==> src/rtl/uart_tx_fifo.sv <==
// uart_tx_fifo: UART transmitter with an integrated circular transmit FIFO.
// Characters are framed as START, DATA (LSB first), optional PARITY, STOP1 and
// optional STOP2; queued characters follow each other with no idle gap.
// Build option: define UART_TX_FIFO_BREAK_EN to add the break_i input and
// line-break generation (low line while break_i is high, then one mark bit).
module uart_tx_fifo #(
  parameter int DATA_WIDTH    = 8,
  parameter int FIFO_DEPTH    = 4,
  parameter int DIVIDER_WIDTH = 16
) (
  input  logic                          clock_i,
  input  logic                          reset_n_i,
  input  logic                          write_i,
  input  logic [DATA_WIDTH-1:0]         data_i,
  input  logic                          two_stop_bits_i,
  input  logic                          parity_bit_i,
  input  logic                          parity_even_i,
  input  logic [DIVIDER_WIDTH-1:0]      clock_divider_i,
  input  logic                          clear_overflow_i,
`ifdef UART_TX_FIFO_BREAK_EN
  input  logic                          break_i,
`endif
  output logic                          serial_o,
  output logic                          busy_o,
  output logic                          full_o,
  output logic [$clog2(FIFO_DEPTH):0]   fifo_count_o,
  output logic                          overflow_o
);

  localparam int ADDR_W = $clog2(FIFO_DEPTH);
  localparam int CNT_W  = ADDR_W + 1;
  localparam int BIT_W  = $clog2(DATA_WIDTH);

  localparam logic [CNT_W-1:0] DEPTH_C  = CNT_W'(FIFO_DEPTH);
  localparam logic [BIT_W-1:0] LAST_BIT = BIT_W'(DATA_WIDTH - 1);

  // Frame sequencer states.
  localparam logic [2:0] S_IDLE   = 3'd0;
  localparam logic [2:0] S_START  = 3'd1;
  localparam logic [2:0] S_DATA   = 3'd2;
  localparam logic [2:0] S_PARITY = 3'd3;
  localparam logic [2:0] S_STOP1  = 3'd4;
  localparam logic [2:0] S_STOP2  = 3'd5;
`ifdef UART_TX_FIFO_BREAK_EN
  localparam logic [2:0] S_BREAK  = 3'd6;
  localparam logic [2:0] S_MARK   = 3'd7;
`endif

  // FIFO storage and bookkeeping.
  logic [DATA_WIDTH-1:0] mem_q [FIFO_DEPTH];
  logic [ADDR_W-1:0]     wr_ptr_q;
  logic [ADDR_W-1:0]     rd_ptr_q;
  logic [CNT_W-1:0]      count_q;
  logic                  overflow_q;

  // Sequencer registers.
  logic [2:0]               state_q,    state_d;
  logic [DATA_WIDTH-1:0]    shift_q,    shift_d;
  logic [BIT_W-1:0]         bit_cnt_q,  bit_cnt_d;
  logic [DIVIDER_WIDTH-1:0] div_cnt_q,  div_cnt_d;
  logic [DIVIDER_WIDTH-1:0] div_lat_q,  div_lat_d;
  logic                     par_en_q,   par_en_d;
  logic                     par_val_q,  par_val_d;
  logic                     two_stop_q, two_stop_d;
  logic                     serial_q,   serial_d;

  logic                  push;
  logic                  pop;
  logic                  fifo_nonempty;
  logic                  bit_end;
  logic                  bit_timed;
  logic                  frame_done;
  logic [DATA_WIDTH-1:0] head_data;

  assign full_o        = (count_q == DEPTH_C);
  assign fifo_nonempty = (count_q != '0);
  assign push          = write_i & ~full_o;
  assign head_data     = mem_q[rd_ptr_q];
  assign bit_end       = (div_cnt_q == '0);

`ifdef UART_TX_FIFO_BREAK_EN
  assign bit_timed = (state_q != S_IDLE) && (state_q != S_BREAK);
`else
  assign bit_timed = (state_q != S_IDLE);
`endif

  // FIFO data array: written on accepted pushes only, no reset needed.
  always_ff @(posedge clock_i) begin
    if (push) begin
      mem_q[wr_ptr_q] <= data_i;
    end
  end

  // FIFO pointers and occupancy; simultaneous push and pop keep the count.
  always_ff @(posedge clock_i) begin
    if (!reset_n_i) begin
      wr_ptr_q <= '0;
      rd_ptr_q <= '0;
      count_q  <= '0;
    end else begin
      if (push) begin
        wr_ptr_q <= wr_ptr_q + 1'b1;
      end
      if (pop) begin
        rd_ptr_q <= rd_ptr_q + 1'b1;
      end
      case ({push, pop})
        2'b10:   count_q <= count_q + 1'b1;
        2'b01:   count_q <= count_q - 1'b1;
        default: count_q <= count_q;
      endcase
    end
  end

  // Sticky overflow flag; a new overflow takes priority over a clear.
  always_ff @(posedge clock_i) begin
    if (!reset_n_i) begin
      overflow_q <= 1'b0;
    end else if (write_i && full_o) begin
      overflow_q <= 1'b1;
    end else if (clear_overflow_i) begin
      overflow_q <= 1'b0;
    end
  end

  // Next-state logic of the frame sequencer, bit timer and line format latch.
  always_comb begin
    state_d    = state_q;
    shift_d    = shift_q;
    bit_cnt_d  = bit_cnt_q;
    div_cnt_d  = div_cnt_q;
    div_lat_d  = div_lat_q;
    par_en_d   = par_en_q;
    par_val_d  = par_val_q;
    two_stop_d = two_stop_q;
    frame_done = 1'b0;
    pop        = 1'b0;

    // Every timed bit runs divider+1 clocks, then the counter reloads.
    if (bit_timed) begin
      if (bit_end) begin
        div_cnt_d = div_lat_q;
      end else begin
        div_cnt_d = div_cnt_q - 1'b1;
      end
    end

    case (state_q)
      S_IDLE: begin
        if (fifo_nonempty) begin
          pop = 1'b1;
        end
`ifdef UART_TX_FIFO_BREAK_EN
        // A break request holds the queue until it is released.
        if (break_i) begin
          pop     = 1'b0;
          state_d = S_BREAK;
        end
`endif
      end
      S_START: begin
        if (bit_end) begin
          state_d   = S_DATA;
          bit_cnt_d = LAST_BIT;
        end
      end
      S_DATA: begin
        if (bit_end) begin
          shift_d = shift_q >> 1;
          if (bit_cnt_q == '0) begin
            state_d = par_en_q ? S_PARITY : S_STOP1;
          end else begin
            bit_cnt_d = bit_cnt_q - 1'b1;
          end
        end
      end
      S_PARITY: begin
        if (bit_end) begin
          state_d = S_STOP1;
        end
      end
      S_STOP1: begin
        if (bit_end) begin
          if (two_stop_q) begin
            state_d = S_STOP2;
          end else begin
            frame_done = 1'b1;
          end
        end
      end
      S_STOP2: begin
        if (bit_end) begin
          frame_done = 1'b1;
        end
      end
`ifdef UART_TX_FIFO_BREAK_EN
      S_BREAK: begin
        // Releasing the break starts a one-bit mark at the current divider.
        if (!break_i) begin
          state_d   = S_MARK;
          div_cnt_d = clock_divider_i;
          div_lat_d = clock_divider_i;
        end
      end
      S_MARK: begin
        if (bit_end) begin
          frame_done = 1'b1;
        end
      end
`endif
      default: begin
        state_d = S_IDLE;
      end
    endcase

    // End of the last stop bit: chain straight into the next frame if queued.
    if (frame_done) begin
      if (fifo_nonempty) begin
        pop = 1'b1;
      end else begin
        state_d = S_IDLE;
      end
    end

    // Loading a frame latches its character and line format for its lifetime.
    if (pop) begin
      state_d    = S_START;
      shift_d    = head_data;
      div_cnt_d  = clock_divider_i;
      div_lat_d  = clock_divider_i;
      par_en_d   = parity_bit_i;
      par_val_d  = (^head_data) ^ ~parity_even_i;
      two_stop_d = two_stop_bits_i;
    end
  end

  // Line level implied by the current sequencer state.
  always_comb begin
    serial_d = 1'b1;
    case (state_q)
      S_START:  serial_d = 1'b0;
      S_DATA:   serial_d = shift_q[0];
      S_PARITY: serial_d = par_val_q;
`ifdef UART_TX_FIFO_BREAK_EN
      S_BREAK:  serial_d = 1'b0;
`endif
      default:  serial_d = 1'b1;
    endcase
  end

  // Sequencer state registers; reset aborts any frame in flight.
  always_ff @(posedge clock_i) begin
    if (!reset_n_i) begin
      state_q    <= S_IDLE;
      shift_q    <= '0;
      bit_cnt_q  <= '0;
      div_cnt_q  <= '0;
      div_lat_q  <= '0;
      par_en_q   <= 1'b0;
      par_val_q  <= 1'b0;
      two_stop_q <= 1'b0;
    end else begin
      state_q    <= state_d;
      shift_q    <= shift_d;
      bit_cnt_q  <= bit_cnt_d;
      div_cnt_q  <= div_cnt_d;
      div_lat_q  <= div_lat_d;
      par_en_q   <= par_en_d;
      par_val_q  <= par_val_d;
      two_stop_q <= two_stop_d;
    end
  end

  // Registered TX pin so the line never glitches; idles high.
  always_ff @(posedge clock_i) begin
    if (!reset_n_i) begin
      serial_q <= 1'b1;
    end else begin
      serial_q <= serial_d;
    end
  end

  assign serial_o     = serial_q;
  assign busy_o       = (state_q != S_IDLE) | fifo_nonempty;
  assign fifo_count_o = count_q;
  assign overflow_o   = overflow_q;

endmodule
==> config.mk <==
export PLATFORM = sky130hd
export DESIGN_NAME = uart_tx_fifo
export DESIGN_NICKNAME = d
export VERILOG_FILES = /design/src/rtl/uart_tx_fifo.sv
export SDC_FILE = /design/constraint.sdc
export NUM_CORES = 1
export LEC_CHECK = 0
export BUFFER_PORTS_ARGS = -buffer_cell sky130_fd_sc_hd__buf_2
export CORE_MARGIN = 10
export CORE_UTILIZATION = 30
export CTS_CLUSTER_DIAMETER = 60
export CTS_CLUSTER_SIZE = 10
export DETAILED_ROUTE_END_ITERATION = 10
export HOLD_SLACK_MARGIN = 0.05
export SYNTH_ARGS = -nofsm -noshare
export SYNTH_HDL_FRONTEND = slang
export SYNTH_SLANG_ARGS = --single-unit
export TNS_END_PERCENT = 1
==> constraint.sdc <==
create_clock -name clock_i -period 3.87 [get_ports clock_i]
set_input_delay 0.774 -clock clock_i [delete_from_list [all_inputs] [get_ports clock_i]]
set_output_delay 0.774 -clock clock_i [all_outputs]
set_load 0.02 [all_outputs]
==> results of run 1 <==
## layout by cell type (no fill, tap or decap), types with 2 or more instances in the layout
cell,instances
and3_1,4
nor3_1,8
xnor2_1,13
o211ai_1,12
xor2_1,11
o21ai_0,24
nor2b_1,8
edfxtp_1,32
nand3_1,12
buf_4,4
clkbuf_16,9
a31oi_1,17
nor4_1,2
or4_1,2
nand2b_1,3
ha_1,8
a22oi_1,7
clkinv_1,2
inv_6,2
mux4_2,8
buf_2,37
nand2_1,56
nor2_1,20
inv_1,13
nor4_4,2
a21oi_1,28
or3_1,6
nand4_1,3
a21boi_0,10
dfxtp_1,60
clkinv_4,2
## cell type report
cell class / instances / area, sq um / area share (%)
Clock buffer: 9 / 225 / 4.64
Timing Repair Buffer: 41 / 215 / 4.43
Tap cell: 180 / 225 / 4.64
Sequential cell: 92 / 2160 / 44.5
Inverter: 14 / 52.6 / 1.08
Multi-Input combinational cell: 287 / 1900 / 39.2
Clock inverter: 7 / 73.8 / 1.52
## cells by family (layout without fill, tap and decap cells)
kind of cell	after synthesis	in the layout	synth area share, %
buffers and inverters	37	71	3.53
AO/OA/AOI/OAI	106	106	15.4
AND/OR/NAND/NOR	138	138	17.1
flip-flops	92	92	51.3
multiplexers	10	10	4.78
adder cells (fa/ha/maj)	9	9	2.85
XOR/XNOR	24	24	4.99
## power by group through the flow
stage	registers [mW]	clock network (mW)	logic, mW
detailed placement	1.50	0	1.65
global route	1.52	0.934	1.86
finish	1.47	0.867	1.64
floorplan	1.42	0	1.34
global placement	1.48	0	1.62
CTS	1.48	0.892	1.66
## metrics by stage
step                      instances  power, mW
final                           630       3.98
after global routing            630       4.31
after CTS                       630       4.03
after detailed placement        614       3.15
after global placement          614       3.10
after floorplan                 416       2.76
## state kept, by name, indices dropped and copies added, names as in the netlist, named ones only
signal	flops
bit_cnt_q	3
div_cnt_q	16
div_lat_q	16
fifo_count_o	3
mem_q	32
overflow_o	1
par_en_q	1
par_val_q	1
rd_ptr_q	2
serial_o	1
shift_q	8
state_q	3
two_stop_q	1
wr_ptr_q	2
## tightest hold or removal path: cells and delay by family, from the launching register on
| family | cells | cell delay [ps] |
|---|---|---|
| flip-flops | 1 | 310 |
| AND/OR/NAND/NOR | 1 | 50 |
| AO/OA/AOI/OAI | 1 | 50 |
## worst paths after layout
kind / from / to / slack, ps / cells past startpoint
min: div_lat_q[7]$_SDFFE_PN0P_ / div_lat_q[7]$_SDFFE_PN0P_ / 460 / 2
min reg2reg: div_lat_q[7]$_SDFFE_PN0P_ / div_lat_q[7]$_SDFFE_PN0P_ / 460 / 2
max: div_cnt_q[0]$_SDFFE_PN0P_ / fifo_count_o[2]$_SDFFE_PN0P_ / 910 / 13
max reg2reg: div_cnt_q[0]$_SDFFE_PN0P_ / fifo_count_o[2]$_SDFFE_PN0P_ / 910 / 13
## synth_stat cells, types with 7 or more instances
cell type / n / share of area [%]
nand3_1: 12 / 1.4
nor3_1: 8 / 0.95
clkbuf_1: 16 / 1.4
dfxtp_1: 60 / 29
xnor2_1: 13 / 2.7
a22oi_1: 7 / 1.2
edfxtp_1: 32 / 23
o21ai_0: 24 / 2.9
inv_1: 13 / 1.2
xor2_1: 11 / 2.3
a21oi_1: 28 / 3.3
a31oi_1: 17 / 2.5
nor2_1: 20 / 1.8
ha_1: 8 / 2.4
a21boi_0: 10 / 1.8
nor2b_1: 8 / 1.2
nand2_1: 56 / 5.0
mux4_2: 8 / 4.3
o211ai_1: 12 / 2.1
## per-layer routing
metal / routed length (um) / up-vias / share of wire (%) / global-route usage [%]
li1: - / 1563 / - / -
met1: 4480 / 1469 / 48 / 12.1
met2: 4430 / 68 / 47 / 16.8
met5: 0 / - / 0 / 0
met4: 70 / 0 / 0.75 / 2.00
met3: 385 / 8 / 4.1 / 2.60
==> impl_metrics.toml, run 1 <==
[routing]
wl_per_cell_um = 14.9
drcViolationCount = 0
dr_total_vias = 3108
routed_wl_um = 9370
avgViaCountPerCell = 4.93
drtIter0Drc = 183
first_pass_iters = 5
drtAntennaViolNets = 0

[sta]
period_share_pct = 76.5
worstMarginPinSlew_ps = 623
finClkSkew_ps = 4.09
finalSetupViolCount = 0
worst_slack_ps = 910
rsz0062_at_grt = "false"
drv_slew = 0
slew_headroom_pct = 58.1
setup_tns_ps = 0
whs_ps = 455
min_period_ps = 2960
final_hold_viol_count = 0
fmax_ghz = 0.338

[grt]
grt_max_degree = 44
grt_use_total_pct = 9.84
grt_overflow = 0
antenna_found_initial = 0
grt_pass1_vias = 3207
grt_first_pass_wirelength_um = 16000

[clock_network]
clk_root_buffer_cell = "clkbuf_16"
clockBufferDepth = 2
hold_buffers = 0
clk_pin_slew_ps = 60
postCtsResizedCells = 0
cts_setup_buffers = 0
cts_buffers = 9
cts_sinks = 92
cts_tree = "built"
htreeDepth = 3
insertion_delay_ps = 330

[final_layout]
final.fill_count = 1369
drive_gt1_share_pct = 16.4
fin_nets = 485
final_util_pct = 35.1
design_area_sq_um = 4860
num_antenna_cells = 0
syn_to_final_growth_pct = 15.3

[place]
dp_slack_ps = 904
place_area_sq_um = 4560
numPortBuffers = 37
place_hpwl_um = 6470
gp_congestion = 0.810

[power_and_ir_drop]
switching_share_pct = 39.1
ir_drop_uv = 325
p_int_mw = 2.43
pwr-share-clk_pct = 21.8
p_sw_mw = 1.56
pwr_density_cell_nw_per_um2 = 821
pwr-share-comb_pct = 41.3
pwr-share-seq_pct = 37.0
p_leak_nw = 1.73

[logic_synthesis]
synth-edff-count = 32
synth_seq_cells = 92
synth.distinct_cells = 53
synth_nets = 456
synthCells = 416
synth.avg_cell_area_sq_um = 10.1
ys_seq_area_share_pct = 51.3
yosys_warnings = 0
ys.flop_type = "dfxtp_1"
netlist_area_sq_um = 4210
async_flop_share_pct = 0

[status]
status = "completed"

[die]
fp.dieArea_sq_um = 19200
die-width_um = 139
core_sq_um = 13800
start_util_pct = 30.5
ios = 38
rows = 43
dieHeight_um = 139

[critical_path]
cp-start-kind = "flip-flop"
slowest_stage = "fa_1"
critPathMaxStageDelay_ps = 370
arrival_ps = 3230
end_kind = "flip-flop"
critPathRequiredTime_ps = 4140
cp_common_cell = "inv_1"
cp_num_buf_inv = 3
critPathKind = "reg -> reg"
cp_top_family = "simple AND/OR/NAND/NOR gates"
crit_chain = "inv_1 > ha_1 > nor4b_1 > and4_1 > a21o_1 > nand2_2 > inv_1 > ha_1 > inv_1 > fa_1 > xor2_1 > or3_1 > a21oi_1"
crit_fanout = 6

[worst_hold_path]
min_path_type = "reg -> reg"

[flow_run]
drv_cap = 0
Power figures use the tool's default switching activity.
==> run 2, diff against run 1 <==
- clock period: 3.87 -> 3 ns (I/O delays scaled with it)
==> run 2 against run 1 <==
Net effect: sequential power up 29%; global-route usage up 0.43 points; largest power group unchanged; critical endpoint unchanged; register-to-register slack worse by 700 ps.
==> impl_metrics.toml, run 2 (synthesis results as in run 1) <==
[die]
fp.dieArea_sq_um = 19200
die-width_um = 139
core_sq_um = 13800
rows = 43
ios = 38
dieHeight_um = 139
start_util_pct = 30.5

[worst_hold_path]
whs_path_depth = 2
min_path_type = "reg -> reg"
min_from = "div_lat_q[15]$_SDFFE_PN0P_"
hold_end = "div_lat_q[15]$_SDFFE_PN0P_"

[clock_network]
htreeDepth = 3
cts_tree = "built"
clockBufferDepth = 2
cts_sinks = 92
clk_pin_slew_ps = 70
clk_root_buffer_cell = "clkbuf_16"
insertion_delay_ps = 340
cts_setup_buffers = 0
cts_buffers = 9

[sta]
finClkSkew_ps = 5.97
period_share_pct = 92.9
min_period_ps = 2790
whs_ps = 460
slew_headroom_pct = 62.5
drv_slew = 0
final_hold_viol_count = 0
fmax_ghz = 0.359
setup_tns_ps = 0
rsz0062_at_grt = "false"
worstMarginPinSlew_ps = 562
finalSetupViolCount = 0
worst_slack_ps = 214

[place]
dp_slack_ps = 140
dp.cells = 622
place_hpwl_um = 6620
place_area_sq_um = 4620
numPortBuffers = 37
gp_congestion = 0.814

[critical_path]
r2r_cells = 13
cp-start-kind = "flip-flop"
cp_top_family = "simple AND/OR/NAND/NOR gates"
critPathMaxStageDelay_ps = 380
r2r-start = "div_cnt_q[0]$_SDFFE_PN0P_"
crit_fanout = 6
rrSetupSlack_ps = 210
slowest_stage = "fa_1"
cp_num_buf_inv = 3
end_kind = "flip-flop"
reg2reg_to = "fifo_count_o[2]$_SDFFE_PN0P_"
critPathKind = "reg -> reg"
cp_common_cell = "inv_1"
critPathRequiredTime_ps = 3280
arrival_ps = 3060
crit_chain = "inv_1 > ha_1 > nor4b_2 > and4_1 > a21o_1 > nand2_2 > inv_1 > ha_1 > inv_1 > fa_1 > xor2_1 > or3_1 > a21oi_1"

[final_layout]
num_antenna_cells = 0
final.fill_count = 1358
fin_nets = 493
top_register = "mem_q"
final_common_cell = "dfxtp_1"
layout_common_cells = "dfxtp_1 (60), nand2_1 (56), buf_2 (37), edfxtp_1 (32), a21oi_1 (28)"
stdcell_count = 638
regArea_sq_um = 2160
syn_to_final_growth_pct = 17.4
multiInputGateArea_sq_um = 1910
largest_reg_flops = 32
design_area_sq_um = 4950
drive_gt1_share_pct = 18.1
final_util_pct = 35.8
largestRegisters = "mem_q: 32 flops, div_cnt_q: 16 flops, div_lat_q: 16 flops"

[grt]
grt_max_degree = 44
grt_pass1_vias = 3211
grt_first_pass_wirelength_um = 16400
grt_use_total_pct = 10.3
antenna_found_initial = 0
grt_overflow = 0

[routing]
wl_per_cell_um = 15.3
drtAntennaViolNets = 0
dr_total_vias = 3172
drtIter0Drc = 140
first_pass_iters = 4
avgViaCountPerCell = 4.97
drcViolationCount = 0
routed_wl_um = 9740

[power_and_ir_drop]
p_int_mw = 3.27
pwr-share-seq_pct = 35.4
switching_share_pct = 38.7
ir_drop_uv = 513
p_leak_nw = 1.78
finalPower_mw = 5.33
pwr-share-comb_pct = 41.6
pwr-share-clk_pct = 23.0
p_sw_mw = 2.06
pwr_density_cell_nw_per_um2 = 1080

[flow_run]
drv_cap = 0

[status]
status = "completed"
## run 2: what timing repair did
action                                  in CTS  in global routing
hold buffers                                 0                  0
endpoints found under the hold margin        0                  0
gates resized for setup                      0                  1
endpoints found under the setup margin       0                  1
## run 2: final cells by class
| cell class | instances | share of cell area [%] |
|---|---|---|
| clock inverter | 7 | 1.97 |
| multi-input combinational | 287 | 38.6 |
| inverter | 14 | 1.06 |
| tap | 180 | 4.55 |
| sequential | 92 | 43.7 |
| timing repair buffer | 49 | 5.57 |
| clock buffer | 9 | 4.55 |
## run 2: worst max-delay path by stage
stage	slack [ps]	endpoint	startpoint	cells past startpoint
finish	210	fifo_count_o[2]$_SDFFE_PN0P_	div_cnt_q[0]$_SDFFE_PN0P_	13
detailed placement	140	fifo_count_o[2]$_SDFFE_PN0P_	div_cnt_q[0]$_SDFFE_PN0P_	13
global placement	270	fifo_count_o[2]$_SDFFE_PN0P_	div_cnt_q[0]$_SDFFE_PN0P_	13
CTS	110	fifo_count_o[2]$_SDFFE_PN0P_	div_cnt_q[0]$_SDFFE_PN0P_	13
global route	4	fifo_count_o[2]$_SDFFE_PN0P_	div_cnt_q[0]$_SDFFE_PN0P_	13
floorplan	40	fifo_count_o[2]$_SDFFE_PN0P_	div_cnt_q[0]$_SDFFE_PN0P_	14
## run 2: metal layers
layer / track usage [%] / wire, um
met1: 12.4 / 4450
met2: 17.2 / 4650
met3: 3.49 / 550
met4: 2.16 / 87
met5: 0 / 0
## run 2: power by group through the flow
stage / clock network [mW] / logic, mW / registers (mW)
2_1_floorplan: 0 / 1.72 / 1.84
3_3_place_gp: 0 / 2.18 / 1.90
3_5_place_dp: 0 / 2.20 / 1.91
4_1_cts: 1.24 / 2.23 / 1.89
5_1_grt: 1.31 / 2.50 / 1.94
6_report: 1.23 / 2.22 / 1.89
## run 2: worst register-to-register path, cell delays in order (launching register included)
cell     delay, ps
dfxtp_1        350
inv_1           90
ha_1           160
nor4b_2        260
and4_1         310
a21o_1         170
nand2_2         60
inv_1           80
ha_1           180
inv_1           60
fa_1           380
xor2_1         180
or3_1          300
a21oi_1        130
==> run 3, diff against run 2 <==
- clock period: 3 -> 2.6 ns (I/O delays scaled with it)
==> run 3 against run 2 <==
Net effect: final cell count grew 1.7%; non-clock buffer count grew 11; setup slack lost 130 ps; sequential power grew 13%; combinational power grew 26%; hold slack lost 75 ps; sequential share of layout area shrank 0.76 points; register-to-register slack lost 130 ps; flip-flop and latch count is the same; clock power grew 4%; critical path type unchanged; largest cell class unchanged.
==> impl_metrics.toml, run 3 (synthesis results as in run 1) <==
[status]
status = "completed"

[critical_path]
r2r_cells = 13
crit_fanout = 6
cp-start-kind = "flip-flop"
cp_num_buf_inv = 3
arrival_ps = 2780
r2r-start = "div_cnt_q[1]$_SDFFE_PN0P_"
critPathKind = "reg -> reg"
end_kind = "flip-flop"
critPathRequiredTime_ps = 2870
crit_chain = "inv_2 > ha_4 > nor4b_4 > and4_4 > a21o_1 > nand2_2 > inv_2 > ha_4 > inv_1 > fa_2 > xor2_1 > or3_1 > a21oi_1"
reg2reg_to = "fifo_count_o[2]$_SDFFE_PN0P_"
slowest_stage = "dfxtp_2"
rrSetupSlack_ps = 80
critPathMaxStageDelay_ps = 350
cp_top_family = "simple AND/OR/NAND/NOR gates"
startpoint = "div_cnt_q[1]$_SDFFE_PN0P_"

[final_layout]
final_common_cell = "dfxtp_1"
num_antenna_cells = 0
layout_common_cells = "dfxtp_1 (58), nand2_1 (56), buf_2 (37), edfxtp_1 (32), a21oi_1 (28)"
top_register = "mem_q"
final.fill_count = 1373
regArea_sq_um = 2160
largest_reg_flops = 32
final_util_pct = 36.4
drive_gt1_share_pct = 22.2
syn_to_final_growth_pct = 19.6
fin_nets = 504
largestRegisters = "mem_q: 32 flops, div_cnt_q: 16 flops, div_lat_q: 16 flops"
multiInputGateArea_sq_um = 1950

[worst_hold_path]
min_path_type = "in -> reg"
hold_end = "mem_q[1][1]$_DFFE_PP_"
whs_path_depth = 1
min_from = "data_i[1]"

[power_and_ir_drop]
ir_drop_uv = 493
pwr-share-seq_pct = 34.3
finalPower_mw = 6.21
pwr-share-comb_pct = 45.1
p_leak_nw = 1.83
pwr-share-clk_pct = 20.7
switching_share_pct = 39.9
p_sw_mw = 2.47
p_int_mw = 3.73
pwr_density_cell_nw_per_um2 = 1230

[sta]
finClkSkew_ps = 7.16
min_period_ps = 2520
whs_ps = 385
slew_headroom_pct = 65.9
drv_slew = 0
worstMarginPinSlew_ps = 506
fmax_ghz = 0.397
rsz0062_at_grt = "true"
final_hold_viol_count = 0
period_share_pct = 96.8
finalSetupViolCount = 0

[grt]
grt_pass1_vias = 3250
antenna_found_initial = 0
grt_first_pass_wirelength_um = 16400
grt_max_degree = 44
grt_use_total_pct = 10.2
grt_overflow = 0

[clock_network]
clk_pin_slew_ps = 70
clk_root_buffer_cell = "clkbuf_16"
cts_setup_buffers = 0
cts_sinks = 92
htreeDepth = 3
clockBufferDepth = 2
insertion_delay_ps = 340
cts_buffers = 9
cts_tree = "built"

[die]
ios = 38
die-width_um = 139
fp.dieArea_sq_um = 19200
dieHeight_um = 139
core_sq_um = 13800
start_util_pct = 30.5
rows = 43

[routing]
avgViaCountPerCell = 4.95
routed_wl_um = 9710
drcViolationCount = 0
drtIter0Drc = 301
wl_per_cell_um = 15.0
drtAntennaViolNets = 0
first_pass_iters = 4
dr_total_vias = 3212

[flow_run]
drv_cap = 0

[place]
place_hpwl_um = 6820
gp_congestion = 0.798
numPortBuffers = 37
## run 3: power groups by stage
stage / sequential (mW) / clock (mW) / combinational (mW)
floorplan: 2.13 / 0 / 2.07
global placement: 2.14 / 0 / 2.75
detailed placement: 2.16 / 0 / 2.79
CTS: 2.13 / 1.31 / 2.81
global route: 2.18 / 1.37 / 3.15
finish: 2.13 / 1.28 / 2.80
## run 3: worst max-delay path by stage
stage | to | slack [ps] | cells past startpoint
2_1_floorplan | fifo_count_o[2]$_SDFFE_PN0P_ | 40 | 14
3_3_place_gp | fifo_count_o[2]$_SDFFE_PN0P_ | 150 | 13
3_5_place_dp | fifo_count_o[2]$_SDFFE_PN0P_ | 60 | 13
4_1_cts | fifo_count_o[2]$_SDFFE_PN0P_ | 40 | 13
5_1_grt | fifo_count_o[2]$_SDFFE_PN0P_ | -80 | 13
6_report | fifo_count_o[2]$_SDFFE_PN0P_ | 80 | 13
## run 3: repair_timing
action	in CTS	in global routing
gates resized for setup	0	1
setup endpoints to repair	0	1
hold endpoints to repair	0	0
hold buffers	0	0
## run 3: routing by layer
layer,part of all wire [%],global-route usage [%],vias to the layer above,routed length [um]
li1,-,-,1604,-
met1,48,12.9,1535,4640
met2,47,16.9,62,4600
met3,3.8,2.95,11,369
met4,0.98,2.55,0,95
met5,0,0,-,0
## run 3: metrics by stage
step                worst slack [ps]  setup TNS, ps  std cells  instance area [sq um]
floorplan                       37.6              0        416                   4260
detailed placement              64.9              0        633                   4740
global route                   -84.9          -84.9        649                   5040
finish                          84.1              0        649                   5040
global placement                 147              0        633                   4740
CTS                             43.7              0        649                   5040
## run 3: worst register-to-register path, cell delays in order, from the launching register on
cell and delay [ps]:
dfxtp_2 350, inv_2 70, ha_4 130, nor4b_4 210, and4_4 280, a21o_1 150, nand2_2 60, inv_2 70
ha_4 130, inv_1 50, fa_2 330, xor2_1 170, or3_1 300, a21oi_1 130
## run 3: cell type report
class / count / area share, %
timing repair buffer: 60 / 7.10
tap: 180 / 4.47
inverter: 14 / 1.04
multi-input combinational: 287 / 38.6
sequential: 92 / 42.9
clock inverter: 7 / 1.34
clock buffer: 9 / 4.47
